File: config.mk
export PLATFORM = sky130hd
export DESIGN_NAME = v_issue_ctrl_flat
export DESIGN_NICKNAME = d
export VERILOG_FILES = /design/src/rtl/v_issue_pkg.sv /design/src/rtl/v_issue_ctrl_if.sv /design/src/rtl/v_instr_decode.sv /design/src/rtl/v_issue_ctrl.sv /design/src/flat_wrapper.sv
export SDC_FILE = /design/constraint.sdc
export NUM_CORES = 1
export LEC_CHECK = 0
export BUFFER_PORTS_ARGS = -buffer_cell sky130_fd_sc_hd__buf_2
export CAP_MARGIN = 20
export CORE_MARGIN = 2
export CORE_UTILIZATION = 35
export DETAILED_ROUTE_END_ITERATION = 6
export PLACE_DENSITY = 0.65
export SKIP_LAST_GASP = 1
export SLEW_MARGIN = 20
export SYNTH_ARGS = -nofsm -noshare
export SYNTH_HDL_FRONTEND = slang
export SYNTH_SLANG_ARGS = --single-unit
File: constraint.sdc
create_clock -name clk -period 1.8 [get_ports clk]
set_clock_uncertainty 0.15 [all_clocks]
set_input_delay 0.09 -clock clk [delete_from_list [all_inputs] [get_ports clk]]
set_output_delay 0.09 -clock clk [all_outputs]
set_load 0.03 [all_outputs]
File: src/rtl/v_issue_pkg.sv
// Shared constants, FSM state type and issue-field bundle for the vector issue controller.
package v_issue_pkg;

   localparam logic [6:0] OpV   = 7'b1010111;
   localparam logic [6:0] OpVld = 7'b0000111;
   localparam logic [6:0] OpVst = 7'b0100111;

   localparam logic [2:0] F3Opivv = 3'b000;
   localparam logic [2:0] F3Opmvv = 3'b010;
   localparam logic [2:0] F3Opivi = 3'b011;
   localparam logic [2:0] F3Opivx = 3'b100;
   localparam logic [2:0] F3Opmvx = 3'b110;
   localparam logic [2:0] F3Opcfg = 3'b111;

   localparam logic [5:0] F6Slideup   = 6'b001110;
   localparam logic [5:0] F6Slidedown = 6'b001111;
   localparam logic [5:0] F6Rgather   = 6'b001100;
   localparam logic [5:0] F6Wxunary0  = 6'b010000;

   localparam logic [1:0] PermNone   = 2'b00;
   localparam logic [1:0] PermUp     = 2'b01;
   localparam logic [1:0] PermDown   = 2'b10;
   localparam logic [1:0] PermGather = 2'b11;

   localparam logic [1:0] AluVv = 2'b00;
   localparam logic [1:0] AluVx = 2'b01;
   localparam logic [1:0] AluVi = 2'b10;

   localparam int unsigned VlW = 9;

   typedef enum logic [1:0] {StIdle, StIssue, StWait} state_e;

   typedef struct packed {
      logic [4:0] vd;
      logic [4:0] vs1;
      logic [4:0] vs2;
      logic [4:0] uimm5;
      logic [7:0] funct;
      logic [1:0] permute;
      logic       mask_en;
      logic [1:0] alu_src;
      logic       dmr;
      logic       dmw;
      logic       reg_we;
      logic       mem_reg;
      logic       xout;
      logic [1:0] mode_lsu;
   } issue_t;

   function automatic logic [1:0] permute_sel(input logic [5:0] funct6);
      case (funct6)
         F6Slideup:   return PermUp;
         F6Slidedown: return PermDown;
         F6Rgather:   return PermGather;
         default:     return PermNone;
      endcase
   endfunction

endpackage

File: src/rtl/v_issue_ctrl_if.sv
// Issue bus to the vector unit plus its handshake and scalar writeback request.
interface v_issue_ctrl_if;
   logic        start;
   logic [4:0]  vs1;
   logic [4:0]  vs2;
   logic [4:0]  vd;
   logic [31:0] rs1;
   logic [31:0] rs2;
   logic [4:0]  uimm5;
   logic [7:0]  funct;
   logic [1:0]  permute;
   logic        mask_en;
   logic [1:0]  alu_src;
   logic        dmr;
   logic        dmw;
   logic        reg_we;
   logic        mem_reg;
   logic        xout;
   logic [1:0]  mode_lsu;
   logic [2:0]  id;
   logic        clear;
   logic        stall;
   logic        done;
   logic [4:0]  xrf_addr;
   logic [31:0] xrf_data;
   logic        xrf_we;

   modport master (
      output start, vs1, vs2, vd, rs1, rs2, uimm5, funct, permute, mask_en, alu_src,
             dmr, dmw, reg_we, mem_reg, xout, mode_lsu, id, clear,
      input  stall, done, xrf_addr, xrf_data, xrf_we
   );

   modport slave (
      input  start, vs1, vs2, vd, rs1, rs2, uimm5, funct, permute, mask_en, alu_src,
             dmr, dmw, reg_we, mem_reg, xout, mode_lsu, id, clear,
      output stall, done, xrf_addr, xrf_data, xrf_we
   );
endinterface

File: src/rtl/v_instr_decode.sv
// Combinational RVV decoder: instruction word to issue fields plus legal / vsetvli flags.
module v_instr_decode
   import v_issue_pkg::*;
(
   input  logic [31:0] i_instr,
   output issue_t      o_fields,
   output logic        o_legal,
   output logic        o_is_cfg
);

   logic [6:0] w_opc;
   logic [2:0] w_f3;
   logic [5:0] w_f6;
   logic [4:0] w_vs1;
   logic       w_to_scalar;

   assign w_opc = i_instr[6:0];
   assign w_f3  = i_instr[14:12];
   assign w_f6  = i_instr[31:26];
   assign w_vs1 = i_instr[19:15];

   // VWXUNARY0 encodings that write a scalar: vmv.x.s, vcpop.m, vfirst.m
   assign w_to_scalar = (w_f3 == F3Opmvv) && (w_f6 == F6Wxunary0) &&
                        ((w_vs1 == 5'd0) || (w_vs1 == 5'd16) || (w_vs1 == 5'd17));

   always_comb begin
      o_fields         = '0;
      o_legal          = 1'b0;
      o_is_cfg         = 1'b0;
      o_fields.vd      = i_instr[11:7];
      o_fields.vs1     = w_vs1;
      o_fields.uimm5   = w_vs1;
      o_fields.vs2     = i_instr[24:20];
      o_fields.mask_en = ~i_instr[25];
      o_fields.funct   = {w_f6, w_f3[1:0]};
      case (w_opc)
         OpV: begin
            o_is_cfg         = (w_f3 == F3Opcfg);
            o_fields.permute = permute_sel(w_f6);
            o_fields.xout    = w_to_scalar;
            o_fields.reg_we  = ~w_to_scalar;
            case (w_f3)
               F3Opivv, F3Opmvv: begin
                  o_legal          = 1'b1;
                  o_fields.alu_src = AluVv;
               end
               F3Opivx, F3Opmvx: begin
                  o_legal          = 1'b1;
                  o_fields.alu_src = AluVx;
               end
               F3Opivi: begin
                  o_legal          = 1'b1;
                  o_fields.alu_src = AluVi;
               end
               default: o_legal = 1'b0;
            endcase
         end
         OpVld: begin
            o_legal           = 1'b1;
            o_fields.dmr      = 1'b1;
            o_fields.reg_we   = 1'b1;
            o_fields.mem_reg  = 1'b1;
            o_fields.mode_lsu = i_instr[27:26];
         end
         OpVst: begin
            o_legal           = 1'b1;
            o_fields.dmw      = 1'b1;
            o_fields.mode_lsu = i_instr[27:26];
         end
         default: o_legal = 1'b0;
      endcase
   end

endmodule

File: src/rtl/v_issue_ctrl.sv
// Scalar-side vector issue controller: runs vsetvli locally, issues other vector ops,
// waits for completion under a watchdog and muxes scalar register-file writeback.
module v_issue_ctrl
   import v_issue_pkg::*;
#(
   parameter int unsigned MaxVl    = 256,
   parameter int unsigned ToCycles = 4096
) (
   input  logic           clk,
   input  logic           rst_n,
   input  logic           i_instr_valid,
   input  logic [31:0]    i_instr,
   input  logic [31:0]    i_rs1_val,
   input  logic [31:0]    i_rs2_val,
   output logic           o_instr_ready,
   output logic           o_busy,
   output logic           o_err,
   output logic [VlW-1:0] o_vl,
   v_issue_ctrl_if.master vif,
   output logic [4:0]     o_xrf_wb_addr,
   output logic [31:0]    o_xrf_wb_data,
   output logic           o_xrf_wb_we
);

   localparam int unsigned WdogW = (ToCycles > 1) ? $clog2(ToCycles) : 1;

   state_e           r_state, w_state_d;
   issue_t           r_iss, w_dec;
   logic             w_legal, w_is_cfg;
   logic [31:0]      r_rs1, r_rs2;
   logic [2:0]       r_id;
   logic             r_clear, r_err;
   logic [VlW-1:0]   r_vl, w_vl_d;
   logic             r_cfg_we;
   logic [4:0]       r_cfg_addr;
   logic [WdogW-1:0] r_wdog;
   logic             w_accept, w_cfg, w_illegal, w_fire, w_abort, w_collide;

   v_instr_decode u_decode (
      .i_instr  (i_instr),
      .o_fields (w_dec),
      .o_legal  (w_legal),
      .o_is_cfg (w_is_cfg)
   );

   always_comb begin
      w_state_d = r_state;
      w_accept  = 1'b0;
      w_cfg     = 1'b0;
      w_illegal = 1'b0;
      w_fire    = 1'b0;
      w_abort   = 1'b0;
      unique case (r_state)
         StIdle: begin
            if (i_instr_valid) begin
               if (w_is_cfg) begin
                  w_cfg = 1'b1;
               end else if (w_legal) begin
                  w_accept  = 1'b1;
                  w_state_d = StIssue;
               end else begin
                  w_illegal = 1'b1;
               end
            end
         end
         StIssue: begin
            if (!vif.stall) begin
               w_fire    = 1'b1;
               w_state_d = StWait;
            end
         end
         StWait: begin
            if (vif.done) begin
               w_state_d = StIdle;
            end else if (r_wdog == WdogW'(ToCycles - 1)) begin
               w_abort   = 1'b1;
               w_state_d = StIdle;
            end
         end
         default: w_state_d = StIdle;
      endcase
   end

   // rs1=x0 with rd!=x0 requests VLMAX; rs1=x0 with rd=x0 keeps the current vl
   always_comb begin
      w_vl_d = r_vl;
      if (w_cfg) begin
         if (w_dec.vs1 == 5'd0) begin
            if (w_dec.vd != 5'd0) w_vl_d = VlW'(MaxVl);
         end else if (i_rs1_val > MaxVl) begin
            w_vl_d = VlW'(MaxVl);
         end else begin
            w_vl_d = i_rs1_val[VlW-1:0];
         end
      end
   end

   always_ff @(posedge clk or negedge rst_n) begin
      if (!rst_n) begin
         r_state    <= StIdle;
         r_iss      <= '0;
         r_rs1      <= '0;
         r_rs2      <= '0;
         r_id       <= '0;
         r_clear    <= 1'b0;
         r_err      <= 1'b0;
         r_vl       <= '0;
         r_cfg_we   <= 1'b0;
         r_cfg_addr <= '0;
         r_wdog     <= '0;
      end else begin
         r_state    <= w_state_d;
         r_vl       <= w_vl_d;
         r_cfg_we   <= w_cfg && (w_dec.vd != 5'd0);
         r_cfg_addr <= w_dec.vd;
         r_err      <= w_illegal | w_abort;
         r_clear    <= w_abort;
         if (w_accept) begin
            r_iss <= w_dec;
            r_rs1 <= i_rs1_val;
            r_rs2 <= i_rs2_val;
         end
         if (w_fire) begin
            r_id   <= r_id + 3'd1;
            r_wdog <= '0;
         end else if (r_state == StWait) begin
            r_wdog <= r_wdog + 1'b1;
         end
      end
   end

   assign vif.start    = (r_state == StIssue);
   assign vif.vs1      = r_iss.vs1;
   assign vif.vs2      = r_iss.vs2;
   assign vif.vd       = r_iss.vd;
   assign vif.rs1      = r_rs1;
   assign vif.rs2      = r_rs2;
   assign vif.uimm5    = r_iss.uimm5;
   assign vif.funct    = r_iss.funct;
   assign vif.permute  = r_iss.permute;
   assign vif.mask_en  = r_iss.mask_en;
   assign vif.alu_src  = r_iss.alu_src;
   assign vif.dmr      = r_iss.dmr;
   assign vif.dmw      = r_iss.dmw;
   assign vif.reg_we   = r_iss.reg_we;
   assign vif.mem_reg  = r_iss.mem_reg;
   assign vif.xout     = r_iss.xout;
   assign vif.mode_lsu = r_iss.mode_lsu;
   assign vif.id       = r_id;
   assign vif.clear    = r_clear;

   assign o_instr_ready = (r_state == StIdle);
   assign o_busy        = i_instr_valid & ~o_instr_ready;
   assign o_vl          = r_vl;

   // Vector-unit writes take priority; a clashing vsetvli write is dropped and flagged
   assign w_collide = vif.xrf_we & r_cfg_we;
   assign o_err     = r_err | w_collide;

   always_comb begin
      o_xrf_wb_we   = 1'b0;
      o_xrf_wb_addr = '0;
      o_xrf_wb_data = '0;
      if (vif.xrf_we) begin
         o_xrf_wb_we   = 1'b1;
         o_xrf_wb_addr = vif.xrf_addr;
         o_xrf_wb_data = vif.xrf_data;
      end else if (r_cfg_we) begin
         o_xrf_wb_we   = 1'b1;
         o_xrf_wb_addr = r_cfg_addr;
         o_xrf_wb_data = {{(32 - VlW){1'b0}}, r_vl};
      end
   end

endmodule

File: src/flat_wrapper.sv
// flat-port wrapper written by rule: the top's interface ports become plain ports
module v_issue_ctrl_flat import v_issue_pkg::*;
#(
   parameter int unsigned MaxVl    = 256,
   parameter int unsigned ToCycles = 4096
)
  (clk, rst_n, i_instr_valid, i_instr, i_rs1_val, i_rs2_val, o_instr_ready, o_busy, o_err, o_vl, o_xrf_wb_addr, o_xrf_wb_data, o_xrf_wb_we, vif_start, vif_vs1, vif_vs2, vif_vd, vif_rs1, vif_rs2, vif_uimm5, vif_funct, vif_permute, vif_mask_en, vif_alu_src, vif_dmr, vif_dmw, vif_reg_we, vif_mem_reg, vif_xout, vif_mode_lsu, vif_id, vif_clear, vif_stall, vif_done, vif_xrf_addr, vif_xrf_data, vif_xrf_we);
  v_issue_ctrl_if vif_i ();
  input  logic clk;
  input  logic rst_n;
  input  logic i_instr_valid;
  input  logic [31:0] i_instr;
  input  logic [31:0] i_rs1_val;
  input  logic [31:0] i_rs2_val;
  output logic o_instr_ready;
  output logic o_busy;
  output logic o_err;
  output logic [VlW-1:0] o_vl;
  output logic [4:0] o_xrf_wb_addr;
  output logic [31:0] o_xrf_wb_data;
  output logic o_xrf_wb_we;
  output wire logic [$bits(vif_i.start)-1:0] vif_start;
  output wire logic [$bits(vif_i.vs1)-1:0] vif_vs1;
  output wire logic [$bits(vif_i.vs2)-1:0] vif_vs2;
  output wire logic [$bits(vif_i.vd)-1:0] vif_vd;
  output wire logic [$bits(vif_i.rs1)-1:0] vif_rs1;
  output wire logic [$bits(vif_i.rs2)-1:0] vif_rs2;
  output wire logic [$bits(vif_i.uimm5)-1:0] vif_uimm5;
  output wire logic [$bits(vif_i.funct)-1:0] vif_funct;
  output wire logic [$bits(vif_i.permute)-1:0] vif_permute;
  output wire logic [$bits(vif_i.mask_en)-1:0] vif_mask_en;
  output wire logic [$bits(vif_i.alu_src)-1:0] vif_alu_src;
  output wire logic [$bits(vif_i.dmr)-1:0] vif_dmr;
  output wire logic [$bits(vif_i.dmw)-1:0] vif_dmw;
  output wire logic [$bits(vif_i.reg_we)-1:0] vif_reg_we;
  output wire logic [$bits(vif_i.mem_reg)-1:0] vif_mem_reg;
  output wire logic [$bits(vif_i.xout)-1:0] vif_xout;
  output wire logic [$bits(vif_i.mode_lsu)-1:0] vif_mode_lsu;
  output wire logic [$bits(vif_i.id)-1:0] vif_id;
  output wire logic [$bits(vif_i.clear)-1:0] vif_clear;
  input wire logic [$bits(vif_i.stall)-1:0] vif_stall;
  input wire logic [$bits(vif_i.done)-1:0] vif_done;
  input wire logic [$bits(vif_i.xrf_addr)-1:0] vif_xrf_addr;
  input wire logic [$bits(vif_i.xrf_data)-1:0] vif_xrf_data;
  input wire logic [$bits(vif_i.xrf_we)-1:0] vif_xrf_we;
  assign vif_start = vif_i.start;
  assign vif_vs1 = vif_i.vs1;
  assign vif_vs2 = vif_i.vs2;
  assign vif_vd = vif_i.vd;
  assign vif_rs1 = vif_i.rs1;
  assign vif_rs2 = vif_i.rs2;
  assign vif_uimm5 = vif_i.uimm5;
  assign vif_funct = vif_i.funct;
  assign vif_permute = vif_i.permute;
  assign vif_mask_en = vif_i.mask_en;
  assign vif_alu_src = vif_i.alu_src;
  assign vif_dmr = vif_i.dmr;
  assign vif_dmw = vif_i.dmw;
  assign vif_reg_we = vif_i.reg_we;
  assign vif_mem_reg = vif_i.mem_reg;
  assign vif_xout = vif_i.xout;
  assign vif_mode_lsu = vif_i.mode_lsu;
  assign vif_id = vif_i.id;
  assign vif_clear = vif_i.clear;
  assign vif_i.stall = vif_stall;
  assign vif_i.done = vif_done;
  assign vif_i.xrf_addr = vif_xrf_addr;
  assign vif_i.xrf_data = vif_xrf_data;
  assign vif_i.xrf_we = vif_xrf_we;
  v_issue_ctrl #(.MaxVl(MaxVl), .ToCycles(ToCycles)) u_core (.clk(clk), .rst_n(rst_n), .i_instr_valid(i_instr_valid), .i_instr(i_instr), .i_rs1_val(i_rs1_val), .i_rs2_val(i_rs2_val), .o_instr_ready(o_instr_ready), .o_busy(o_busy), .o_err(o_err), .o_vl(o_vl), .vif(vif_i), .o_xrf_wb_addr(o_xrf_wb_addr), .o_xrf_wb_data(o_xrf_wb_data), .o_xrf_wb_we(o_xrf_wb_we));
endmodule
==> impl_metrics.toml, run 1 <==
[global_routing]
grt_use_total = 0.223
grt_max_degree = 43
grt_antenna_before_repair = 2
grt_first_pass_wirelength_um = 30500
grt.overflow.total = 0
grt_pass1_vias = 5944

[placed_design]
pre_cts_ws_ns = -0.0458
io_buffer_count = 297
dpl.hpwl_um = 13300
place_congestion = 0.819

[cts]
cts_root_buf = "clkbuf_16"
insertion_delay_ns = 0.42
cts_max_level = 4
ctsLongestPathBuffers = 2
cts_tree = "built"
path_clk_slew_ns = 0.06
clock_sinks = 132
cts-buffers-inserted = 17

[power_and_ir_drop]
power_switching_w = 0.00314
p_int_w = 0.00628
power_frac_clock = 0.363
p_leak_nw = 5.24
seqPwrFrac = 0.389
p_per_area_nw_per_um2 = 999
vdd_ir_drop_max_uv = 665
pwr-share-comb = 0.248
swShare = 0.333

[routing]
wl_per_cell_um = 15.3
drt-vias-per-instance = 4.68
firstDrtPassIters = 4
route.antenna.remaining_nets = 0
drc_errors = 0
wl_um = 19700
drt_iter0_markers = 206
vias = 6013

[timing]
finalCritPeriodShare = 0.980
hold_viol = 0
max-slew-margin-rel = 0.617
setup_slack_ns = 0.0358
setup_viol = 0
period_minus_slack_ns = 1.76
fmax_mhz = 567
finalMaxSlewViolations = 0
setup_tns_ns = 0
tightest_slew_ns = 0.569

[synth]
async_flop_share = 1.00
syn_area_um2 = 5740
synth_cell_types = 43
synth_ff_type = "dfrtp_1"
syn_nets = 780
synth_area_leaders = "dfrtp_1 (58%), nand2_1 (19%), and2_1 (2.6%), o21ai_0 (2.1%), a22o_1 (2.0%)"
synth_edf_count = 0
syn_avg_cell_area_um2 = 8.98
synth_seq_cells = 132
yosysTopAreaCell = "dfrtp_1"
synth_warnings = 0
synth_top_area_frac = 0.576
ys_seq_area_frac = 0.576
synthCells = 639

[worst_setup_path]
cp.arrival_ns = 1.91
r2r-start = "u_core.r_state[1]"
rr_endpoint = "u_core.vif.alu_src[0]"
path_max_fanout = 9
worstSetupStartpointType = "register"
r2r_cells = 8
ff2ff_setup_slack_ns = 0.04
cp-end-kind = "register"
critPathKind = "reg -> reg"
required_ns = 1.94

[floorplanning]
dieArea_um2 = 17400
chipWidth_um = 132
start_util = 0.360
ioPinCount = 298
core_area_um2 = 15900
num_rows = 46
dieHeight_um = 132

[layout]
post-route-util = 0.592
nets = 1196
area_growth_pct = 64.4
drive_gt1_frac = 0.360

[hold_path]
holdPathEnd = "u_core.vif.alu_src[0]"
hold_start = "i_instr[12]"
hold_path.class = "in -> reg"
min_path_cells = 2

[status]
outcome = "finished, final reports clean"

[flow_run]
cap_viol_max_count = 0
[synth_stat cells, types with 2 or more instances]
library cell	n
nand2_1	297
dfrtp_1	132
and2_1	24
o21ai_0	24
buf_2	18
nand3_1	17
a22o_1	13
nor2_1	13
nor4_1	11
inv_1	10
clkbuf_1	9
buf_4	8
nor2b_1	7
nand4_1	6
o31ai_1	5
a21oi_1	4
nor3_1	4
and3_1	3
buf_6	3
mux2i_1	3
ha_1	2
nand2b_1	2
nor3b_1	2
or2_2	2
xnor2_1	2
[through the flow]
| step | cell area [µm²] | total power, W | cells | hold WS, ns |
|---|---|---|---|---|
| floorplan | 5750 | 0.00502 | 639 | -0.356 |
| global route | 9430 | 0.00993 | 1286 | 0.00405 |
| detailed placement | 7620 | 0.00587 | 1141 | -0.124 |
| CTS | 9220 | 0.00951 | 1272 | 0.0559 |
| global placement | 7620 | 0.00583 | 1141 | -0.124 |
| finish | 9430 | 0.00943 | 1286 | 0.0235 |
[routing by layer]
metal | vias to the layer above | track usage | wire length (µm)
met1 | 2843 | 0.266 | 8090
li1 | 2913 | - | -
met5 | - | 0 | 0
met4 | 0 | 0.0797 | 510
met2 | 222 | 0.381 | 9810
met3 | 35 | 0.0657 | 1300
[power groups by stage]
stage	registers [W]	clock network [W]	logic, W
after floorplan	0.00442	0	0.000600
after global placement	0.00370	0	0.00212
after detailed placement	0.00371	0	0.00215
after CTS	0.00366	0.00351	0.00233
after global routing	0.00373	0.00369	0.00251
final	0.00367	0.00342	0.00234
[worst max-delay path by stage]
| stage | startpoint | slack [ns] | to |
|---|---|---|---|
| floorplan | u_core.r_state[0] | 0.04 | u_core.o_vl[8] |
| global placement | i_instr[3] | -0.06 | u_core.r_cfg_we |
| detailed placement | i_instr[16] | -0.05 | u_core.o_vl[1] |
| CTS | u_core.r_state[0] | 0.002 | u_core.vif.rs1[21] |
| global route | u_core.r_state[1] | -0.01 | u_core.vif.funct[1] |
| finish | u_core.r_state[1] | 0.04 | u_core.vif.alu_src[0] |
[cell usage in the layout, fill, tap and decap left out, types with 2 or more instances in the layout]
cell,instances
bufinv_16,2
buf_6,3
nor2b_1,5
nand3_1,16
nor4_1,8
clkbuf_16,20
or2_2,2
buf_4,25
clkinv_2,3
a21oi_1,4
buf_12,11
nand2_1,297
nor2_1,12
mux2i_1,3
ha_1,2
nor3_1,4
and2_1,23
clkinvlp_4,2
o31ai_1,5
nand4_1,6
nor4_2,3
nand2b_1,2
dfrtp_1,132
diode_2,2
inv_6,3
inv_1,10
and3_1,3
buf_2,295
nor3b_1,2
a22o_1,13
o21ai_0,24
clkinv_4,4
xnor2_1,2
dlygate4sd3_1,97
[timing repair]
action | 4_1_cts | 5_1_grt
gates cloned | 0 | 3
setup endpoints to repair | 13 | 104
hold buffers | 99 | 0
hold endpoints to repair | 251 | 0
pin swaps | 0 | 2
buffers inserted | 0 | 10
gates resized for setup | 2 | 9
[area by class of cell]
cell class / count / area, µm²
fill: 1430 / 6510
sequential: 132 / 3300
timing repair buffer: 435 / 2980
multi-input combinational: 459 / 2250
clock buffer: 18 / 439
tap: 216 / 270
clock inverter: 14 / 151
inverter: 10 / 37.5
antenna: 2 / 5.00
[cells by family after synthesis]
kind of cell / after synthesis / share of synthesized area
multiplexers: 3 / 0.00523
flip-flops: 132 / 0.576
AND/OR/NAND/NOR: 395 / 0.296
adder cells (fa/ha/maj): 2 / 0.00436
buffers and inverters: 48 / 0.0445
XOR/XNOR: 3 / 0.00458
AO/OA/AOI/OAI: 56 / 0.0700
[state kept, by name (all words and copies together), names as in the netlist]
name and flops:
u_core.vif.rs1 32, u_core.vif.rs2 32, u_core.r_wdog 12, u_core.o_vl 9, u_core.vif.funct 8, u_core.r_cfg_addr 5, u_core.vif.vd 5, u_core.vif.vs1 5
u_core.vif.vs2 5, u_core.vif.id 3, u_core.r_state 2, u_core.vif.alu_src 2, u_core.vif.mode_lsu 2, u_core.vif.permute 2, u_core.r_cfg_we 1, u_core.r_err 1
u_core.vif.clear 1, u_core.vif.dmr 1, u_core.vif.dmw 1, u_core.vif.mask_en 1, u_core.vif.reg_we 1, u_core.vif.xout 1
[critical path, cell delays in order, from the launching register on]
cell and delay [ns]:
dfrtp_1 0.43, nor2_4 0.16, and2_2 0.20, o221ai_4 0.11, buf_4 0.18, buf_12 0.12, clkbuf_16 0.16, nand2_1 0.08
o41ai_2 0.06
Power figures use the tool's default switching activity.
==> run 2: changes to the inputs <==
--- a/config.mk
+++ b/config.mk
@@ -7,10 +7,12 @@
 export LEC_CHECK = 0
 export BUFFER_PORTS_ARGS = -buffer_cell sky130_fd_sc_hd__buf_2
 export CAP_MARGIN = 20
+export CELL_PAD_IN_SITES_DETAIL_PLACEMENT = 1
+export CELL_PAD_IN_SITES_GLOBAL_PLACEMENT = 2
 export CORE_MARGIN = 2
-export CORE_UTILIZATION = 35
+export CORE_UTILIZATION = 25
 export DETAILED_ROUTE_END_ITERATION = 6
-export PLACE_DENSITY = 0.65
+export PLACE_DENSITY = 0.8
 export SKIP_LAST_GASP = 1
 export SLEW_MARGIN = 20
 export SYNTH_ARGS = -nofsm -noshare
==> impl_metrics.toml, run 2 (synthesis results as in run 1) <==
[layout]
nets = 1218
seqCellArea_um2 = 3300
fillers = 2678
most-common-layout-cells = "nand2_1 (297), buf_2 (289), dfrtp_1 (131), dlygate4sd3_1 (93), buf_4 (51)"
final_common_cell = "nand2_1"
stdcell_area_um2 = 9800
n_antenna_cell = 0
area_growth_pct = 70.8
multi_input_area_um2 = 2260
drive_gt1_frac = 0.378

[timing]
tightest_slew_ns = 0.575
setup_tns_ns = 0
period_minus_slack_ns = 1.74
finalMaxSlewViolations = 0
fmax_mhz = 575
setup_viol = 0
hold_viol = 0
grt_setup_unrepaired = "yes"
finalCritPeriodShare = 0.967
max-slew-margin-rel = 0.615
setup_slack_ns = 0.0598

[cts]
insertion_delay_ns = 0.42
clock_sinks = 132
cts_max_level = 4
cts_tree = "built"
path_clk_slew_ns = 0.07
cts_root_buf = "clkbuf_16"
cts-buffers-inserted = 17
ctsLongestPathBuffers = 2

[status]
outcome = "finished, final reports clean"

[global_routing]
grt_max_degree = 45
grt_pass1_vias = 6469
grt.overflow.total = 0
grt_antenna_before_repair = 1
grt_first_pass_wirelength_um = 36300
grt_use_total = 0.196

[placed_design]
placed_area_um2 = 7920
dpl.hpwl_um = 17000
pre_cts_ws_ns = -0.364
place_congestion = 0.778
io_buffer_count = 297

[routing]
vias = 6201
wl_um = 24600
wl_per_cell_um = 17.9
met3WireLength_um = 1360
firstDrtPassIters = 4
highest_layer = "met4"
route.antenna.remaining_nets = 0
met1_length_um = 10200
drc_errors = 0
wl_met2_um = 12600
drt_iter0_markers = 286
drt-vias-per-instance = 4.51

[worst_setup_path]
path_max_fanout = 7
required_ns = 1.56
worstSetupStartpointType = "register"
cp.arrival_ns = 1.50
critPathKind = "reg -> out"
r2r-start = "u_core.r_state[1]"
ff2ff_setup_slack_ns = 0.08
rr_endpoint = "u_core.vif.alu_src[0]"
r2r_cells = 6
cp-end-kind = "output pin"

[floorplanning]
dieHeight_um = 156
ioPinCount = 298
num_rows = 55
dieArea_um2 = 24200
start_util = 0.254
core_area_um2 = 22600
chipWidth_um = 156

[power_and_ir_drop]
p_per_area_nw_per_um2 = 1020
vdd_ir_drop_max_uv = 521
p_leak_nw = 5.38

[hold_path]
hold_path.class = "in -> async"

[flow_run]
cap_viol_max_count = 0
## run 2: final cells by class
cell class,count,share of cell area
repair buffers,456,0.326
flip-flops and latches,132,0.337
well taps,285,0.0364
multi-input cells,460,0.231
clock buffers,19,0.0462
clock inverters,13,0.0200
inverters,10,0.00383
## run 2: worst max-delay path: stages (launching register included)
cell,delay [ns]
dfrtp_2,0.44
nor2b_4,0.15
buf_6,0.14
a22o_1,0.19
buf_4,0.17
## run 2: worst max path at each step
stage                 startpoint                    end  slack [ns]  cells after the start
3_5_place_dp       i_rs1_val[27]         u_core.o_vl[3]       -0.36                      7
6_report         u_core.r_cfg_we       o_xrf_wb_data[3]        0.06                      4
3_3_place_gp       i_rs1_val[30]         u_core.o_vl[5]       -0.35                      7
4_1_cts          u_core.r_cfg_we       o_xrf_wb_addr[2]        0.02                      4
5_1_grt              i_instr[13]  u_core.vif.alu_src[0]       -0.02                      9
2_1_floorplan  u_core.r_state[0]         u_core.o_vl[8]        0.04                      6
## run 2: power by group
part	leakage, nW	switching, W	internal [W]
clock network	0.304	0.00144	0.00242
logic	3.37	0.00160	0.000824
registers	1.70	0.000280	0.00340
total	5.38	0.00332	0.00664
## run 2: what timing repair did
action / 4_1_cts / 5_1_grt
hold endpoints to repair: 249 / 0
endpoints found under the setup margin: 22 / 105
setup buffers: 1 / 6
gates resized for setup: 10 / 15
pin swaps: 1 / 5
hold buffers: 94 / 0
gates cloned: 1 / 6
## run 2: routing by layer
layer / global-route usage / up-vias
li1: - / 2951
met1: 0.233 / 3005
met2: 0.351 / 209
met3: 0.0435 / 36
met4: 0.0612 / 0
met5: 0 / -
## run 2: metrics by stage
stage | utilization | instances | power, W | hold slack (ns)
6_report | 0.434 | 1375 | 0.00997 | 0.0123
5_1_grt | 0.434 | 1375 | 0.0104 | 0.0423
4_1_cts | 0.424 | 1364 | 0.0100 | 0.0121
3_5_place_dp | 0.351 | 1236 | 0.00597 | -0.0849
3_3_place_gp | 0.351 | 1236 | 0.00592 | -0.0867
2_1_floorplan | - | 639 | 0.00502 | -0.356
==> run 3: changes to the inputs <==
--- a/config.mk
+++ b/config.mk
@@ -5,14 +5,16 @@
 export SDC_FILE = /design/constraint.sdc
 export NUM_CORES = 1
 export LEC_CHECK = 0
+export ABC_AREA = 1
 export BUFFER_PORTS_ARGS = -buffer_cell sky130_fd_sc_hd__buf_2
 export CAP_MARGIN = 20
 export CELL_PAD_IN_SITES_DETAIL_PLACEMENT = 1
 export CELL_PAD_IN_SITES_GLOBAL_PLACEMENT = 2
 export CORE_MARGIN = 2
-export CORE_UTILIZATION = 25
+export CORE_UTILIZATION = 24
 export DETAILED_ROUTE_END_ITERATION = 6
-export PLACE_DENSITY = 0.8
+export HOLD_SLACK_MARGIN = 0.05
+export PLACE_DENSITY = 0.79
 export SKIP_LAST_GASP = 1
 export SLEW_MARGIN = 20
 export SYNTH_ARGS = -nofsm -noshare
==> impl_metrics.toml, run 3 <==
[status]
outcome = "finished, final reports clean"

[synth]
yosysMostFrequentCell = "nand2_1"
syn_nets = 903
synth_edf_count = 0
synthCells = 762
async_flop_share = 1.00
ys_seq_area_frac = 0.546
synth_cell_types = 32
synth.cells.most_frequent = "nand2_1 (346), dfrtp_1 (132), inv_1 (76)"
yosysTopAreaCell = "dfrtp_1"
syn_avg_cell_area_um2 = 7.94
synth_ff_type = "dfrtp_1"
synth_area_leaders = "dfrtp_1 (55%), nand2_1 (21%), inv_1 (4.7%), o21ai_0 (3.9%), nand3_1 (3.6%)"
synth_warnings = 0
synth_top_area_frac = 0.546
synth_seq_cells = 132
syn_area_um2 = 6050

[power_and_ir_drop]
power.total_w = 0.00966
power_frac_clock = 0.370
seqPwrFrac = 0.377
pwr-share-comb = 0.252
p_per_area_nw_per_um2 = 992
power_switching_w = 0.00335
vdd_ir_drop_max_uv = 539
p_leak_nw = 5.61
swShare = 0.347
p_int_w = 0.00630

[worst_setup_path]
r2r_cells = 10
crit_chain = "buf_2 -> dlygate4sd3_1 -> nand2_1 -> nor2_2 -> dlygate4sd3_1 -> nand4_1 -> o21ai_1 -> nand2_1"
cpLargestDelayFamily = "buffers and inverters"
ff2ff_setup_slack_ns = 0.14
worst-path-buf-inv = 3
path_max_fanout = 2
worstSetupStartpointType = "input port"
required_ns = 1.96
worst_path_max_delay_cell = "dlygate4sd3_1"
r2r-start = "u_core.r_state[1]"
cp-end-kind = "register"
critPathKind = "in -> reg"
cp.arrival_ns = 1.87
rr_endpoint = "u_core.vif.permute[1]"
slowest_delay_ns = 0.56

[floorplanning]
dieHeight_um = 163
dieArea_um2 = 26500
start_util = 0.242
num_rows = 58
chipWidth_um = 163
core_area_um2 = 25000
ioPinCount = 298

[global_routing]
grt_antenna_before_repair = 3
grt_pass1_vias = 6638
grt_use_total = 0.171
grt_first_pass_wirelength_um = 35300
grt_max_degree = 57
grt.overflow.total = 0

[timing]
setup_viol = 0
finalCritPeriodShare = 0.950
fmax_mhz = 585
hold_viol = 0
max-slew-margin-rel = 0.648
period_minus_slack_ns = 1.71
tightest_slew_ns = 0.528
finalMaxSlewViolations = 0
holdWs_ns = 0.0557
grt_setup_unrepaired = "yes"

[routing]
firstDrtPassIters = 4
drc_errors = 0
drt-vias-per-instance = 4.25
wl_per_cell_um = 15.4
drt_iter0_markers = 206
wl_um = 23500
vias = 6474
route.antenna.remaining_nets = 0

[layout]
post-route-util = 0.390
most-common-layout-cells = "nand2_1 (345), buf_2 (296), dfrtp_1 (132), dlygate4sd3_1 (107), inv_1 (76)"
final_common_cell = "nand2_1"
nets = 1321
area_growth_pct = 60.9
drive_gt1_frac = 0.318
fillers = 3102

[cts]
cts-buffers-inserted = 17
clock_sinks = 132
cts_root_buf = "clkbuf_16"
ctsLongestPathBuffers = 2
cts_max_level = 4
path_clk_slew_ns = 0.06
insertion_delay_ns = 0.42
cts_tree = "built"

[flow_run]
cap_viol_max_count = 0

[hold_path]
min_path_cells = 6
hold_start = "i_instr[12]"
hold_path.class = "in -> reg"
holdPathEnd = "u_core.r_cfg_we"

[placed_design]
dpl.hpwl_um = 16600
place_congestion = 0.762
io_buffer_count = 297
[run 3: cell count changes in the layout (fill, tap and decap cells not counted), moves of 22 or more]
cell,previous run,this run
inv_1,10,76
o21ai_0,23,45
buf_4,51,22
and2_1,23,0
nand2_1,297,345
nand3_1,17,42
[run 3: per-layer routing]
layer,global-route usage,wire (µm),vias up
met2,0.294,11500,215
li1,-,-,3174
met1,0.201,9730,3050
met4,0.0688,658,0
met3,0.0502,1680,35
met5,0,0,-
[run 3: cell type report]
| type | count | area, µm² | area share |
|---|---|---|---|
| flip-flops and latches | 132 | 3300 | 0.339 |
| repair buffers | 435 | 2900 | 0.298 |
| multi-input cells | 515 | 2220 | 0.228 |
| clock buffers | 18 | 429 | 0.0441 |
| well taps | 330 | 413 | 0.0424 |
| inverters | 79 | 299 | 0.0307 |
| clock inverters | 14 | 165 | 0.0170 |
| diodes | 2 | 5.00 | 0.000514 |
[run 3: kinds of logic after synthesis]
group,synth area share
flops,0.546
simple gates,0.298
fa+ha+maj,0.00413
compound gates,0.0529
buf+inv,0.0947
xor+xnor,0.00434
[run 3: worst register-to-register path: stages, from the launching register on]
cell and delay [ns]:
dfrtp_1 0.40, nor2_2 0.16, nand2_2 0.11, inv_1 0.07, nand2_1 0.06, inv_2 0.07, nand2_4 0.08, inv_4 0.13
buf_4 0.21, nand2_1 0.08, nand2_1 0.07
[run 3: worst max-delay path by stage]
| stage | start | end | slack, ns | cells past startpoint |
|---|---|---|---|---|
| finish | i_instr[13] | u_core.o_vl[8] | 0.09 | 8 |
| global route | i_instr[13] | u_core.o_vl[8] | -0.03 | 8 |
| CTS | i_instr[5] | u_core.r_cfg_we | 0.001 | 9 |
| detailed placement | i_instr[8] | u_core.o_vl[0] | -0.07 | 7 |
| global placement | i_instr[8] | u_core.o_vl[6] | -0.01 | 7 |
| floorplan | u_core.r_state[0] | u_core.vif.vs1[4] | 0.01 | 10 |
[run 3: power groups by stage]
stage                     registers [W]  clock network, W  logic, W
after CTS                       0.00364           0.00368   0.00244
after detailed placement        0.00369                 0   0.00226
after floorplan                 0.00437                 0  0.000691
after global routing            0.00370           0.00381   0.00267
after global placement          0.00368                 0   0.00223
final                           0.00364           0.00358   0.00244
[run 3: what timing repair did]
item	in CTS	in global routing
resized for setup	1	15
hold buffers	108	0
pin swaps	0	1
hold endpoints to repair	251	0
setup buffers	0	2
cloned	0	3
setup endpoints to repair	1	70
[run 3: metrics by stage]
step | instances | worst slack, ns | instance area [µm²] | TNS (ns)
CTS | 1519 | 0.00100 | 9620 | 0
global placement | 1379 | -0.0132 | 7940 | -0.0879
floorplan | 762 | 0.0112 | 6050 | 0
global route | 1525 | -0.0260 | 9740 | -0.0497
finish | 1525 | 0.0902 | 9740 | 0
detailed placement | 1379 | -0.0653 | 7940 | -0.295
